[src/rtl/strip_result_reader.sv]
// Streams a finished conv strip result BRAM out as row/col-tagged words; build with STRIP_READER_RELU_EN to clamp negatives to 0.
// Latency: first m_valid RD_LAT+1 cycles after READ entry, then one word per cycle with m_ready high.
// Backpressure: 2-entry skid FIFO; reads issue only while in-flight plus buffered (after this cycle's pop) is below 2.
module strip_result_reader #(
    parameter int OUT_W  = 222,
    parameter int OUT_H  = 28,
    parameter int RD_LAT = 1
) (
    input  logic        clk,
    input  logic        reset,
    input  logic        start,
    input  logic        unit_done,
    output logic [15:0] rd_addr,
    input  logic [8:0]  rd_data,
    output logic        m_valid,
    input  logic        m_ready,
    output logic [8:0]  m_data,
    output logic [7:0]  m_row,
    output logic [7:0]  m_col,
    output logic        m_last,
    output logic        busy,
    output logic        done
);
    localparam logic [15:0] LAST_ADDR = 16'(OUT_W * OUT_H - 1);
    localparam logic [7:0]  LAST_COL  = 8'(OUT_W - 1);
    localparam logic [7:0]  LAST_ROW  = 8'(OUT_H - 1);

    typedef enum logic [2:0] {IDLE, WAIT_DONE, READ, DRAIN, FINISH} state_t;

    typedef struct packed {
        logic [8:0] dat;
        logic [7:0] row;
        logic [7:0] col;
        logic       last;
    } ent_t;

    state_t      state_q;
    logic        busy_q;
    logic        done_q;
    logic [15:0] addr_q;
    logic [7:0]  row_q;
    logic [7:0]  col_q;

    logic [RD_LAT-1:0] pv_q;
    logic [RD_LAT-1:0] plast_q;
    logic [7:0]        prow_q [RD_LAT];
    logic [7:0]        pcol_q [RD_LAT];

    ent_t       fifo_q [2];
    logic       wptr_q;
    logic       rptr_q;
    logic [1:0] cnt_q;
    logic [1:0] cnt_d;

    logic              push;
    logic              pop;
    logic              issue;
    logic              issue_last;
    logic [2:0]        inflight;
    logic [2:0]        credit;
    logic [RD_LAT-1:0] pv_shift;
    logic              drained;
    ent_t              head;

    always_comb begin
        inflight = 3'd0;
        for (int i = 0; i < RD_LAT; i++) begin
            inflight = inflight + 3'(pv_q[i]);
        end
    end

    assign push       = pv_q[RD_LAT-1];
    assign pop        = (cnt_q != 2'd0) && m_ready;
    assign cnt_d      = cnt_q + 2'(push) - 2'(pop);
    assign credit     = inflight + 3'(cnt_q) - 3'(pop);
    assign issue      = (state_q == READ) && (credit < 3'd2);
    assign issue_last = issue && (addr_q == LAST_ADDR);
    assign pv_shift   = pv_q << 1;
    // Nothing issues in DRAIN, so the pipe empties once only its top stage is occupied.
    assign drained    = (cnt_d == 2'd0) && (pv_shift == '0);

    always_ff @(posedge clk or posedge reset) begin
        if (reset) begin
            state_q <= IDLE;
            busy_q  <= 1'b0;
            done_q  <= 1'b0;
        end else begin
            case (state_q)
                IDLE: begin
                    if (start) begin
                        state_q <= WAIT_DONE;
                        busy_q  <= 1'b1;
                    end
                end
                WAIT_DONE: begin
                    if (unit_done) state_q <= READ;
                end
                READ: begin
                    if (issue_last) state_q <= DRAIN;
                end
                DRAIN: begin
                    if (drained) begin
                        state_q <= FINISH;
                        done_q  <= 1'b1;
                    end
                end
                FINISH: begin
                    state_q <= IDLE;
                    done_q  <= 1'b0;
                    busy_q  <= 1'b0;
                end
                default: state_q <= IDLE;
            endcase
        end
    end

    always_ff @(posedge clk or posedge reset) begin
        if (reset) begin
            addr_q <= 16'd0;
            row_q  <= 8'd0;
            col_q  <= 8'd0;
        end else if (issue) begin
            if (issue_last) begin
                addr_q <= 16'd0;
                row_q  <= 8'd0;
                col_q  <= 8'd0;
            end else begin
                addr_q <= addr_q + 16'd1;
                if (col_q == LAST_COL) begin
                    col_q <= 8'd0;
                    row_q <= row_q + 8'd1;
                end else begin
                    col_q <= col_q + 8'd1;
                end
            end
        end
    end

    // Coordinates ride alongside the BRAM read so they meet rd_data at the FIFO.
    always_ff @(posedge clk or posedge reset) begin
        if (reset) begin
            pv_q    <= '0;
            plast_q <= '0;
            for (int i = 0; i < RD_LAT; i++) begin
                prow_q[i] <= 8'd0;
                pcol_q[i] <= 8'd0;
            end
        end else begin
            pv_q[0]    <= issue;
            plast_q[0] <= (row_q == LAST_ROW) && (col_q == LAST_COL);
            prow_q[0]  <= row_q;
            pcol_q[0]  <= col_q;
            for (int i = 1; i < RD_LAT; i++) begin
                pv_q[i]    <= pv_q[i-1];
                plast_q[i] <= plast_q[i-1];
                prow_q[i]  <= prow_q[i-1];
                pcol_q[i]  <= pcol_q[i-1];
            end
        end
    end

    always_ff @(posedge clk or posedge reset) begin
        if (reset) begin
            fifo_q[0] <= '0;
            fifo_q[1] <= '0;
            wptr_q    <= 1'b0;
            rptr_q    <= 1'b0;
            cnt_q     <= 2'd0;
        end else begin
            if (push) begin
                fifo_q[wptr_q] <= {rd_data, prow_q[RD_LAT-1], pcol_q[RD_LAT-1], plast_q[RD_LAT-1]};
                wptr_q         <= ~wptr_q;
            end
            if (pop) rptr_q <= ~rptr_q;
            cnt_q <= cnt_d;
        end
    end

    assign head    = fifo_q[rptr_q];
    assign m_valid = (cnt_q != 2'd0);
    assign m_row   = head.row;
    assign m_col   = head.col;
    assign m_last  = head.last;
`ifdef STRIP_READER_RELU_EN
    assign m_data  = head.dat[8] ? 9'd0 : head.dat;
`else
    assign m_data  = head.dat;
`endif
    assign rd_addr = addr_q;
    assign busy    = busy_q;
    assign done    = done_q;

endmodule

[config.mk]
export PLATFORM = sky130hd
export DESIGN_NAME = strip_result_reader
export DESIGN_NICKNAME = d
export VERILOG_FILES = /design/src/rtl/strip_result_reader.sv
export SDC_FILE = /design/constraint.sdc
export NUM_CORES = 1
export LEC_CHECK = 0
export CAP_MARGIN = 5
export CORE_ASPECT_RATIO = 1.25
export CORE_UTILIZATION = 50
export DETAILED_ROUTE_END_ITERATION = 7
export PLACE_DENSITY = 0.84
export SYNTH_ARGS = -nofsm -noshare
export SYNTH_HDL_FRONTEND = slang
export SYNTH_SLANG_ARGS = --single-unit
[constraint.sdc]
create_clock -name clk -period 3.9 [get_ports clk]
set_clock_uncertainty 0.05 [all_clocks]
set_input_delay 0.78 -clock clk [delete_from_list [all_inputs] [get_ports clk]]
set_output_delay 0.78 -clock clk [all_outputs]
set_load 0.03 [all_outputs]
==> results of run 1 <==
[per-stage QoR]
| step | power (mW) | utilization [%] | setup slack, ps | hold slack (ps) |
|---|---|---|---|---|
| finish | 4.29 | 62.5 | 355 | 420 |
| global placement | 3.32 | 59.2 | 78.2 | 390 |
| detailed placement | 3.38 | 59.2 | 21.4 | 403 |
| floorplan | 2.83 | - | 139 | 363 |
| CTS | 4.33 | 62.5 | 346 | 421 |
| global route | 4.53 | 62.5 | 254 | 435 |
[worst max-delay path, cell delays in order]
cell and delay [ps]:
clkdlybuf4s50_1 390, and2_1 160, ha_1 270, inv_1 40, ha_1 180, fa_1 470, or4b_4 530, or2_1 380
buf_12 210, nor2_4 170, o2bb2ai_1 170
[synth_stat cells (4+ instances only)]
master	number	area, µm²
o21ai_0	12	60.1
and3_1	5	31.3
inv_1	14	52.6
xnor2_1	10	87.6
nand2_1	21	78.8
nor2_1	8	30.0
dfrtp_1	111	2780
nand4_1	7	43.8
a21oi_1	5	25.0
nand3_1	16	80.1
ha_1	6	75.1
nor4b_1	4	35.0
nor4_1	4	25.0
mux2i_1	5	50.1
mux2_2	78	878
nor3_1	7	35.0
clkbuf_1	9	33.8
nand2b_1	4	25.0
[final timing paths]
| kind | cells after the start | to | slack, ps |
|---|---|---|---|
| worst max-delay path | 11 | row_q[2] | 360 |
| worst min-delay path | 1 | rptr_q | 420 |
| worst max register to register | 11 | row_q[2] | 450 |
| worst min register to register | 1 | rptr_q | 420 |
| max in group asynchronous | 3 | fifo_q[2] | 2190 |
| min in group asynchronous | 2 | fifo_q[25] | 870 |
[power by group]
group / internal, mW / switching, mW / total, mW
Clock: 0.538 / 0.413 / 0.951
Sequential: 1.43 / 0.199 / 1.63
Combinational: 0.824 / 0.891 / 1.71
Total: 2.79 / 1.50 / 4.29
[cells by family after synthesis]
family,Yosys count
AO/OA/AOI/OAI,40
multiplexers,83
AND/OR/NAND/NOR,99
adder cells (fa/ha/maj),7
buffers and inverters,29
flip-flops,111
XOR/XNOR,12
[per-layer routing]
layer,vias up,part of all wire [%],global-route usage (%)
met1,1643,44,23.9
met3,20,4.1,3.09
met2,92,50,33.1
li1,1498,-,-
met5,-,0,0
met4,0,2.1,10.5
[sequential cells by signal (all words and copies together) (netlist names), 2 cells and up]
name,flops
fifo_q,52
state_q,3
rd_addr,16
prow_q,8
row_q,8
cnt_q,2
col_q,8
pcol_q,8
[final cells by class]
class	instances	area [µm²]	area share, %
Multi-Input combinational cell	241	2010	33.5
Inverter	15	71.3	1.19
Clock inverter	5	62.6	1.04
Timing Repair Buffer	67	673	11.2
Tap cell	126	158	2.62
Clock buffer	11	253	4.21
Sequential cell	111	2780	46.2
==> results.tsv, run 1 <==
metric	value	unit
status	completed	
grt_overflow	0	
holdCritStartpoint	rptr_q	
initial_core_util	51.4	%
synthAdderAreaFrac	1.92	%
grt_first_pass_wirelength	15800	µm
synth_cell_types	56	
fmax	282	MHz
mappedNetlistNets	402	
fin_cells	576	
clk_path_buf_depth	2	
critPathLaunch	m_ready	
synth_compound_area_share	5.80	%
cp-start-kind	input pin	
first_iter_violations	199	
die_x	90.9	µm
grt_use_total	19.5	%
worst_slew_pin_slew	1190	ps
syn_to_final_growth	21.5	%
first_pass_iters	5	
fin_nets	466	
core	9610	µm²
synthSimpleGateAreaFrac	12.0	%
cts-resized-gates	0	
cp.required	4110	ps
cts_hold_buf	0	
via_count	3253	
rsz0062_at_grt	no	
cts_buffers	9	
antenna_found_initial	0	
remaining_drc_errors	0	
synth_edf_count	0	
io_buffer_count	58	
muxShareOfSynthArea	18.8	%
synth_area	4940	µm²
cts_tree	yes	
postCtsSetupRepairBufs	0	
hpwl	6160	µm
async_reset_ff_share	100	%
crit_type	input pin to flop	
finalHoldViolCount	0	
yosysWarnings	0	
cts_max_level	3	
grt_pass1_vias	3330	
vias_per_cell	5.65	
layout_common_cells	dfrtp_1, mux2_2, clkdlybuf4s50_1	
cts_sinks	111	
postPlaceCellArea	5690	µm²
leakagePower	2.62	nW
drive_gt1_share	26.9	%
insertion_delay	350	ps
die_h	113	µm
routed_wirelength	9310	µm
arrival	3750	ps
peakVddDrop	0.000326	V
synthCells	381	
syn_avg_cell_area	13.0	µm²
ios	59	
post-route-min-period	3540	ps
grt_max_degree	65	
hold_path_class	flop to flop	
cp-end-kind	flop	
fill_cells	734	
final_max_slew_viol_count	0	
place_congestion	0.823	
post_drt_wl_per_cell	16.2	µm
cap_violations	0	
ys_ff_latch	111	
r2r_start	cnt_q[1]	
setup_tns	0	ps
synth_top_family_by_area	multiplexers	
synth-main-ff-cell	dfrtp_1	
diodes	0	
setup_viol	0	
layout_commonest_cell	dfrtp_1	
synth-seq-area-share	56.2	%
synth-xor-area-share	2.13	%
fin_crit_sh	90.9	%
slew_headroom	20.5	%
p_per_area	715	nW/µm²
dieArea	10300	µm²
root_buffer	clkbuf_16	
place_inst	560	
clkTransAtPathRegs	70	ps
fp-row-count	40	
cp_max_fo	10	
stdcell_area	6010	µm²
postRouteAntennaNets	0	
No activity file was read; power rests on OpenSTA's default activity.
==> run 2, diff against run 1 <==
--- a/config.mk
+++ b/config.mk
@@ -7,9 +7,10 @@
 export LEC_CHECK = 0
 export CAP_MARGIN = 5
 export CORE_ASPECT_RATIO = 1.25
-export CORE_UTILIZATION = 50
+export CORE_UTILIZATION = 46
+export CTS_CLUSTER_DIAMETER = 60
 export DETAILED_ROUTE_END_ITERATION = 7
-export PLACE_DENSITY = 0.84
+export PLACE_DENSITY = 0.78
 export SYNTH_ARGS = -nofsm -noshare
 export SYNTH_HDL_FRONTEND = slang
 export SYNTH_SLANG_ARGS = --single-unit
==> run 2 against run 1 <==
Compared with the run above:
- critical path depth is the same
- combinational power about the same
- sequential power barely moved
- wire length shrank 0.75%
- setup slack got worse by 29 ps
- non-clock buffer count is 1 higher
- clock power fell by 6.8%
- count of clock-buffer cells in the layout is 1 lower
- utilization shrank 4.1 points
- die area is 8.5% higher
- sequential cell count did not move
==> results.tsv, run 2 (synthesized netlist as in run 1, its figures left out) <==
metric	value	unit	change
hold_depth	0		was 1
remaining_drc_errors	0		unchanged
multiInputGateArea	2010	µm²	unchanged
cp-start-kind	input pin		unchanged
status	completed		unchanged
syn_to_final_growth	21.1	%	was 21.5%
path_buf_inv	3		unchanged
via_count	3223		was 3,253
stdcell_area	5990	µm²	was 6010 µm²
grt_first_pass_wirelength	15800	µm	about the same
cts_max_level	3		unchanged
antenna_found_initial	0		unchanged
hold_ws	421	ps	was 420 ps
fill_cells	841		was 734
hold_path_class	flop to flop		unchanged
path_cells	clkdlybuf4s50_1, and2_1, ha_1, inv_1, ha_1, fa_1, or4b_4, or2_1, clkinv_8, o21ai_0, a32o_1		was clkdlybuf4s50_1, and2_1, ha_1, inv_1, ha_1, fa_1, or4b_4, or2_1, buf_12, nor2_4, o2bb2ai_1
slew_headroom	20.2	%	was 20.5%
setup_viol	0		unchanged
post_drt_wl_per_cell	15.9	µm	was 16.2 µm
reg2reg_setup_slack	420	ps	was 450 ps
crit_type	input pin to flop		unchanged
postRouteAntennaNets	0		unchanged
fin_nets	467		was 466
insertion_delay	350	ps	about the same
crit_family	simple AND/OR/NAND/NOR gates		unchanged
largest-register	fifo_q		unchanged
worst_slew_pin_slew	1190	ps	about the same
hpwl	6200	µm	was 6160 µm
vias_per_cell	5.56		was 5.65
cap_violations	0		unchanged
postPlaceCellArea	5700	µm²	was 5690 µm²
leakagePower	2.62	nW	about the same
dieArea	11200	µm²	was 10,300 µm²
layout_common_cells	dfrtp_1, mux2_2, clkdlybuf4s50_1		unchanged
fin_crit_sh	91.6	%	was 90.9%
die_h	118	µm	was 113 µm
postCtsSetupRepairBufs	0		unchanged
grt_overflow	0		unchanged
layout_commonest_cell	dfrtp_1		unchanged
fmax	280	MHz	was 282 MHz
p_total	4.25	mW	was 4.29 mW
holdPathEnd	prow_q[4]		was rptr_q
first_iter_violations	198		was 199
grt_pass1_vias	3400		was 3,330
peakVddDrop	0.000407	V	was 0.000326 V
p_per_area	710	nW/µm²	was 715 nW/µm²
final_max_slew_viol_count	0		unchanged
post-route-min-period	3570	ps	was 3540 ps
rsz0062_at_grt	no		unchanged
cts_buffers	9		unchanged
io_buffer_count	58		unchanged
r2r-end	col_q[5]		was row_q[2]
root_buffer	clkbuf_16		unchanged
routed_wirelength	9240	µm	was 9310 µm
cts_hold_buf	0		unchanged
cts_sinks	111		unchanged
cp-end-kind	flop		unchanged
clkTransAtPathRegs	80	ps	was 70 ps
diodes	0		unchanged
drive_gt1_share	26.8	%	was 26.9%
largest_reg_flops	52		unchanged
place_congestion	0.807		was 0.823
crit_top_cell	ha_1		unchanged
holdCritStartpoint	row_q[4]		was rptr_q
cts_tree	yes		unchanged
max_stage_delay	530	ps	about the same
grt_max_degree	66		was 65
cp_max_fo	17		was 10
core	10300	µm²	was 9610 µm²
rr_worst_depth	11		unchanged
clk_path_buf_depth	2		unchanged
die_x	94.7	µm	was 90.9 µm
cts-resized-gates	0		unchanged
ios	59		unchanged
cpMaxStageDelayCell	or4b_4		unchanged
finalHoldViolCount	0		unchanged
arrival	3750	ps	about the same
r2r_start	cnt_q[1]		unchanged
cp.required	4080	ps	was 4110 ps
first_pass_iters	4		was 5
grt_use_total	18.0	%	was 19.5%
initial_core_util	48.2	%	was 51.4%
fp-row-count	41		was 40
setup_tns	0	ps	unchanged
seq_area	2780	µm²	unchanged
## run 2: cell types whose count changed in the layout (fill, tap and decap cells not counted)
cell | before | now
buf_4 | 7 | 8
bufinv_16 | 1 | 0
clkbuf_1 | 0 | 1
clkbuf_8 | 2 | 0
clkinv_4 | 0 | 1
clkinvlp_4 | 2 | 0
inv_6 | 2 | 3
inv_8 | 0 | 2
## run 2: final cells by class
cell class / count / share of cell area (%)
clock buffers: 10 / 3.82
clock inverters: 6 / 0.961
inverters: 15 / 1.19
multi-input cells: 241 / 33.6
flip-flops and latches: 111 / 46.4
well taps: 129 / 2.70
repair buffers: 68 / 11.4
## run 2: worst reg2reg max path, stage by stage, from the launching register on
cell      delay, ps
dfrtp_1         400
or2_2           320
and2_1          190
ha_1            270
inv_1            40
ha_1            190
fa_1            480
or4b_4          530
or2_1           370
clkinv_8        140
o21ai_0         140
a32o_1          260
## run 2: how the worst max path moves through the flow
stage,startpoint,end,cells past startpoint
after floorplan,reset,busy,1
after global placement,m_ready,rd_addr[11],11
after detailed placement,m_ready,rd_addr[12],11
after CTS,m_ready,col_q[5],11
after global routing,m_ready,col_q[5],11
final,m_ready,col_q[5],11
## run 2: power by group
part	internal [mW]	leakage, nW	switching, mW
registers	1.43	1.39	0.217
clock network	0.451	0.142	0.435
logic	0.843	1.09	0.879
## run 2: per-stage QoR
| step | util [%] | instances | setup slack [ps] |
|---|---|---|---|
| finish | 58.4 | 580 | 326 |
| global route | 58.4 | 580 | 229 |
| CTS | 58.4 | 580 | 339 |
| detailed placement | 55.6 | 564 | 6.91 |
| global placement | 55.6 | 564 | 72.4 |
| floorplan | - | 381 | 139 |
## run 2: layer usage
metal | vias up | global-route usage [%] | share of wire (%)
li1 | 1513 | - | -
met1 | 1616 | 22.5 | 44
met2 | 77 | 29.7 | 51
met3 | 17 | 2.84 | 3.3
met4 | 0 | 8.81 | 2.1
met5 | - | 0 | 0
==> run 3, diff against run 2 <==
--- a/config.mk
+++ b/config.mk
@@ -7,6 +7,7 @@
 export LEC_CHECK = 0
 export CAP_MARGIN = 5
 export CORE_ASPECT_RATIO = 1.25
+export CORE_MARGIN = 3
 export CORE_UTILIZATION = 46
 export CTS_CLUSTER_DIAMETER = 60
 export DETAILED_ROUTE_END_ITERATION = 7
==> run 3 against run 2 <==
Compared with the run above:
- fmax grew 1.2%
- setup slack gained 43 ps
- hold slack gained 3.0 ps
- first-iteration DRC count grew 8.6%
- via count shrank 0.16%
- combinational power is essentially flat
- cell count shrank 0.17%
- total power shrank 0.96%
- sequential power is essentially flat
- wire length grew 0.43%
- sequential share of layout area grew 0.068 points
- highest routed layer unchanged
==> results.tsv, run 3 (synthesized netlist as in run 1, its figures left out) <==
metric	value	unit	change
die_x	98.7	µm	was 94.7 µm
root_buffer	clkbuf_16		unchanged
cts-resized-gates	0		unchanged
fmax	283	MHz	was 280 MHz
grt_max_degree	86		was 66
seq_area	2780	µm²	unchanged
cp.required	4060	ps	was 4080 ps
die_h	122	µm	was 118 µm
setup_tns	0	ps	unchanged
p_switching	1.48	mW	was 1.53 mW
clkTransAtPathRegs	70	ps	was 80 ps
pwr-share-clk	20.4	%	was 20.8%
vias_per_cell	5.56		about the same
setup_viol	0		unchanged
routed_wirelength	9280	µm	was 9240 µm
diodes	0		unchanged
dieArea	12000	µm²	was 11,200 µm²
busiest_layer	met2		unchanged
cts_buffers	9		unchanged
rsz0062_at_grt	no		unchanged
grtUsageMet3	3.32	%	was 2.84%
arrival	3690	ps	was 3750 ps
grtUsageMet1	21.1	%	was 22.5%
worst_slew_pin_slew	1210	ps	was 1190 ps
use_met2	28.8	%	was 29.7%
crit_type	input pin to flop		unchanged
post_drt_wl_per_cell	16.0	µm	was 15.9 µm
cts_sinks	111		unchanged
seq_power_share	38.8	%	was 38.7%
layout_commonest_cell	dfrtp_1		unchanged
grt_use_total	16.8	%	was 18.0%
cp_max_fo	16		was 17
place_congestion	0.815		was 0.807
first_iter_violations	215		was 198
postLayoutCoreUtil	58.0	%	was 58.4%
p_per_area	704	nW/µm²	was 710 nW/µm²
peakVddDrop	0.000341	V	was 0.000407 V
grt_pass1_vias	3437		was 3,400
syn_to_final_growth	21.0	%	was 21.1%
status	completed		unchanged
hpwl	6170	µm	was 6200 µm
cp-start-kind	input pin		unchanged
postCtsSetupRepairBufs	0		unchanged
core	10300	µm²	about the same
drive_gt1_share	26.9	%	was 26.8%
fin_crit_sh	90.5	%	was 91.6%
swShare	35.2	%	was 36.0%
internal-power	2.73	mW	was 2.72 mW
hold_path_class	flop to flop		unchanged
leakagePower	2.61	nW	was 2.62 nW
cts_max_level	3		unchanged
cts_tree	yes		unchanged
slew_headroom	19.0	%	was 20.2%
postRouteAntennaNets	0		unchanged
cts_hold_buf	0		unchanged
io_buffer_count	58		unchanged
layout_common_cells	dfrtp_1, mux2_2, clkdlybuf4s50_1		unchanged
p_comb_share	40.8	%	was 40.5%
first_pass_iters	4		unchanged
cap_violations	0		unchanged
cp-end-kind	flop		unchanged
multiInputGateArea	2010	µm²	unchanged
fp-row-count	41		unchanged
final_max_slew_viol_count	0		unchanged
clk_path_buf_depth	2		unchanged
antenna_found_initial	0		unchanged
reg2reg_setup_slack	480	ps	was 420 ps
via_count	3218		was 3,223
fin_nets	466		was 467
finalHoldViolCount	0		unchanged
grt_first_pass_wirelength	16200	µm	was 15,800 µm
largest-register	fifo_q		unchanged
grt_overflow	0		unchanged
insertion_delay	340	ps	was 350 ps
remaining_drc_errors	0		unchanged
initial_core_util	47.9	%	was 48.2%
largest_reg_flops	52		unchanged
ios	59		unchanged
fill_cells	842		was 841
post-route-min-period	3530	ps	was 3570 ps
## run 3: area by class of cell
class	count	share of cell area, %
flip-flops and latches	111	46.5
multi-input cells	241	33.6
repair buffers	67	11.3
clock buffers	11	4.23
well taps	129	2.70
inverters	15	1.19
clock inverters	5	0.544
## run 3: power by group through the flow
stage,registers (mW),logic (mW),clock network [mW]
final,1.63,1.72,0.858
after global routing,1.68,1.86,0.934
after CTS,1.64,1.75,0.889
after detailed placement,1.66,1.74,0
after global placement,1.64,1.71,0
after floorplan,1.65,1.18,0
## run 3: per-stage QoR
stage / hold WS [ps] / cells / setup slack (ps) / total power, mW / cell area (µm²)
floorplan: 363 / 381 / 139 / 2.83 / 4940
global placement: 393 / 563 / 84.7 / 3.35 / 5690
detailed placement: 404 / 563 / 1.10 / 3.40 / 5690
CTS: 423 / 579 / 362 / 4.27 / 5980
global route: 447 / 579 / 271 / 4.48 / 5980
finish: 424 / 579 / 369 / 4.21 / 5980
## run 3: path summary, 6_finish.rpt
path,start,to,cells after the start
max,m_ready,rd_addr[12],11
min,row_q[7],prow_q[7],0
max reg2reg,cnt_q[1],rd_addr[12],11
min reg2reg,row_q[7],prow_q[7],0
max in group asynchronous,reset,fifo_q[27],3
min in group asynchronous,reset,cnt_q[0],2
## run 3: worst max-delay path, stage by stage
cell             delay, ps
clkdlybuf4s50_1        410
and2_1                 170
ha_1                   270
inv_1                   40
ha_1                   180
fa_1                   470
or4b_4                 530
or2_1                  350
buf_12                 200
o21ai_0                170
mux2i_1                120
## run 3: per-layer routing
layer | share of wire (%) | routed length (µm)
met5 | 0 | 0
met4 | 1.7 | 158
met3 | 3.3 | 304
met2 | 50 | 4690
met1 | 45 | 4130
==> patch: new RTL, flow settings as in run 3 <==
Build with the macro `STRIP_READER_RELU_EN` defined.
--- a/src/rtl/strip_result_reader.sv
+++ b/src/rtl/strip_result_reader.sv
@@ -2,4 +2,6 @@
 // Latency: first m_valid RD_LAT+1 cycles after READ entry, then one word per cycle with m_ready high.
 // Backpressure: 2-entry skid FIFO; reads issue only while in-flight plus buffered (after this cycle's pop) is below 2.
+`define STRIP_READER_RELU_EN
+
 module strip_result_reader #(
     parameter int OUT_W  = 222,
Formal check against the unedited RTL: not equivalent (Yosys sat finds a counterexample within 10 cycles, from zero or initial values and one cycle with reset high).
==> patch against run 3 <==
Hold slack lost 18 ps. Sequential share of layout area is essentially flat. Utilization increased by 0.30 points. Area after synthesis shrank 0.96%. Largest power group is now registers. Register-to-register slack worse by 120 ps. Final area hardly changed. Routed wire length increased by 3.4%. Worst setup slack worse by 100 ps. Power rose by 3.4%. Die area fell by 0.91%. Sequential cell count is the same.
==> patch: results <==
set metrics [dict create \
    drive_above_1_share 0.235 \
    antenna_found_initial 0 \
    holdPathStages 0 \
    ys_top_cells_by_count "dfrtp_1 (111), mux2_2 (71), nand2_1 (31)" \
    slew_headroom 0.181 \
    met2_usage 0.285 \
    drt-met1-wl_um 4260 \
    place_congestion 0.883 \
    hold_ws_ps 406 \
    worstRegToRegCells 12 \
    yosysWarnings 0 \
    n_antenna_cell 0 \
    netlist_top_cells_area "dfrtp_1 (57%), mux2_2 (16%), nand2_1 (2.4%)" \
    grt_max_degree 61 \
    portBuffers 57 \
    hpwl_um 6570 \
    met1_usage 0.219 \
    grt_first_pass_wirelength_um 16600 \
    post_cts_buffers 0 \
    p_int_mw 2.84 \
    dp_slack_ps -63.0 \
    regToRegSetupSlack_ps 360 \
    cts_root_buf "clkbuf_16" \
    synth_flop_cell "dfrtp_1" \
    top_register "fifo_q" \
    grt_pass1_vias 3553 \
    post_drt_wl_per_cell_um 16.1 \
    worstHoldEndpoint "prow_q[7]" \
    grtUsageTotal 0.172 \
    status "finished, final reports clean" \
    wirelength_um 9600 \
    power_leakage_nw 2.62 \
    dr_wl_met2_um 4760 \
    met3_usage 0.0311 \
    irDropWorstVdd_mv 0.308 \
    drtIter0Drc 159 \
    wl_met3_um 405 \
    clock_path_buffers 2 \
    dp.cells 581 \
    place_area_sq_um 5660 \
    ys_types 52 \
    reg2reg_from "cnt_q[1]" \
    rr_endpoint "col_q[5]" \
    synth_nets 420 \
    clk_pin_slew_ps 80 \
    vias_per_cell 5.62 \
    worstSkewPairLatency_ps 350 \
    synth_cells 399 \
    ys_seq_area_frac 0.567 \
    dr.pass1.iters 5 \
    synth-async-reset-ratio 1.00 \
    ctsResizeCount 0 \
    largest_reg_flops 52 \
    nets 484 \
    path_max_fanout 12 \
    arrival_ps 3840 \
    hp-start "row_q[7]" \
]
-- patch: changes by cell type after synthesis, sizes merged, moves of 5 or more --
cell	delta
nand2	+9
nand3	-5
or4	+5
mux2	-7
buf	+6
-- patch: power groups by stage --
stage / clock (mW) / combinational (mW) / sequential (mW)
after floorplan: 0 / 1.12 / 1.67
after global placement: 0 / 1.64 / 1.71
after detailed placement: 0 / 1.69 / 1.73
after CTS: 1.00 / 1.70 / 1.71
after global routing: 1.04 / 1.82 / 1.76
final: 0.971 / 1.68 / 1.71
-- patch: logic make-up (layout without fill, tap and decap cells) --
kind of cell | Yosys count | in the layout | synth area share
simple gates | 114 | 114 | 0.129
fa+ha+maj | 7 | 7 | 0.0194
flops | 111 | 111 | 0.567
buf+inv | 35 | 104 | 0.0319
mux | 75 | 75 | 0.171
compound gates | 43 | 43 | 0.0570
xor+xnor | 13 | 13 | 0.0233
other cells | 1 | 1 | 0.000766
-- patch: critical path: stages --
cell	delay, ps
clkdlybuf4s50_1	390
and2_1	150
ha_1	270
inv_1	40
ha_1	190
fa_1	470
or4b_1	530
or2_1	320
inv_2	210
buf_4	170
nand3_1	110
o211ai_1	190
-- patch: layout make-up --
type | instances | area (sq um)
Sequential cell | 111 | 2780
Clock inverter | 7 | 96.3
Timing Repair Buffer | 72 | 696
Fill cell | 846 | 4280
Multi-Input combinational cell | 253 | 1960
Inverter | 16 | 62.6
Tap cell | 129 | 161
Clock buffer | 9 | 225
-- patch: worst max path at each step --
stage / startpoint / endpoint / slack (ps) / depth (start not counted)
after floorplan: reset / busy / 140 / 1
after global placement: m_ready / rd_addr[15] / 20 / 12
after detailed placement: m_ready / col_q[5] / -60 / 12
after CTS: m_ready / col_q[5] / 270 / 12
after global routing: m_ready / rd_addr[7] / 130 / 12
final: m_ready / col_q[5] / 270 / 12
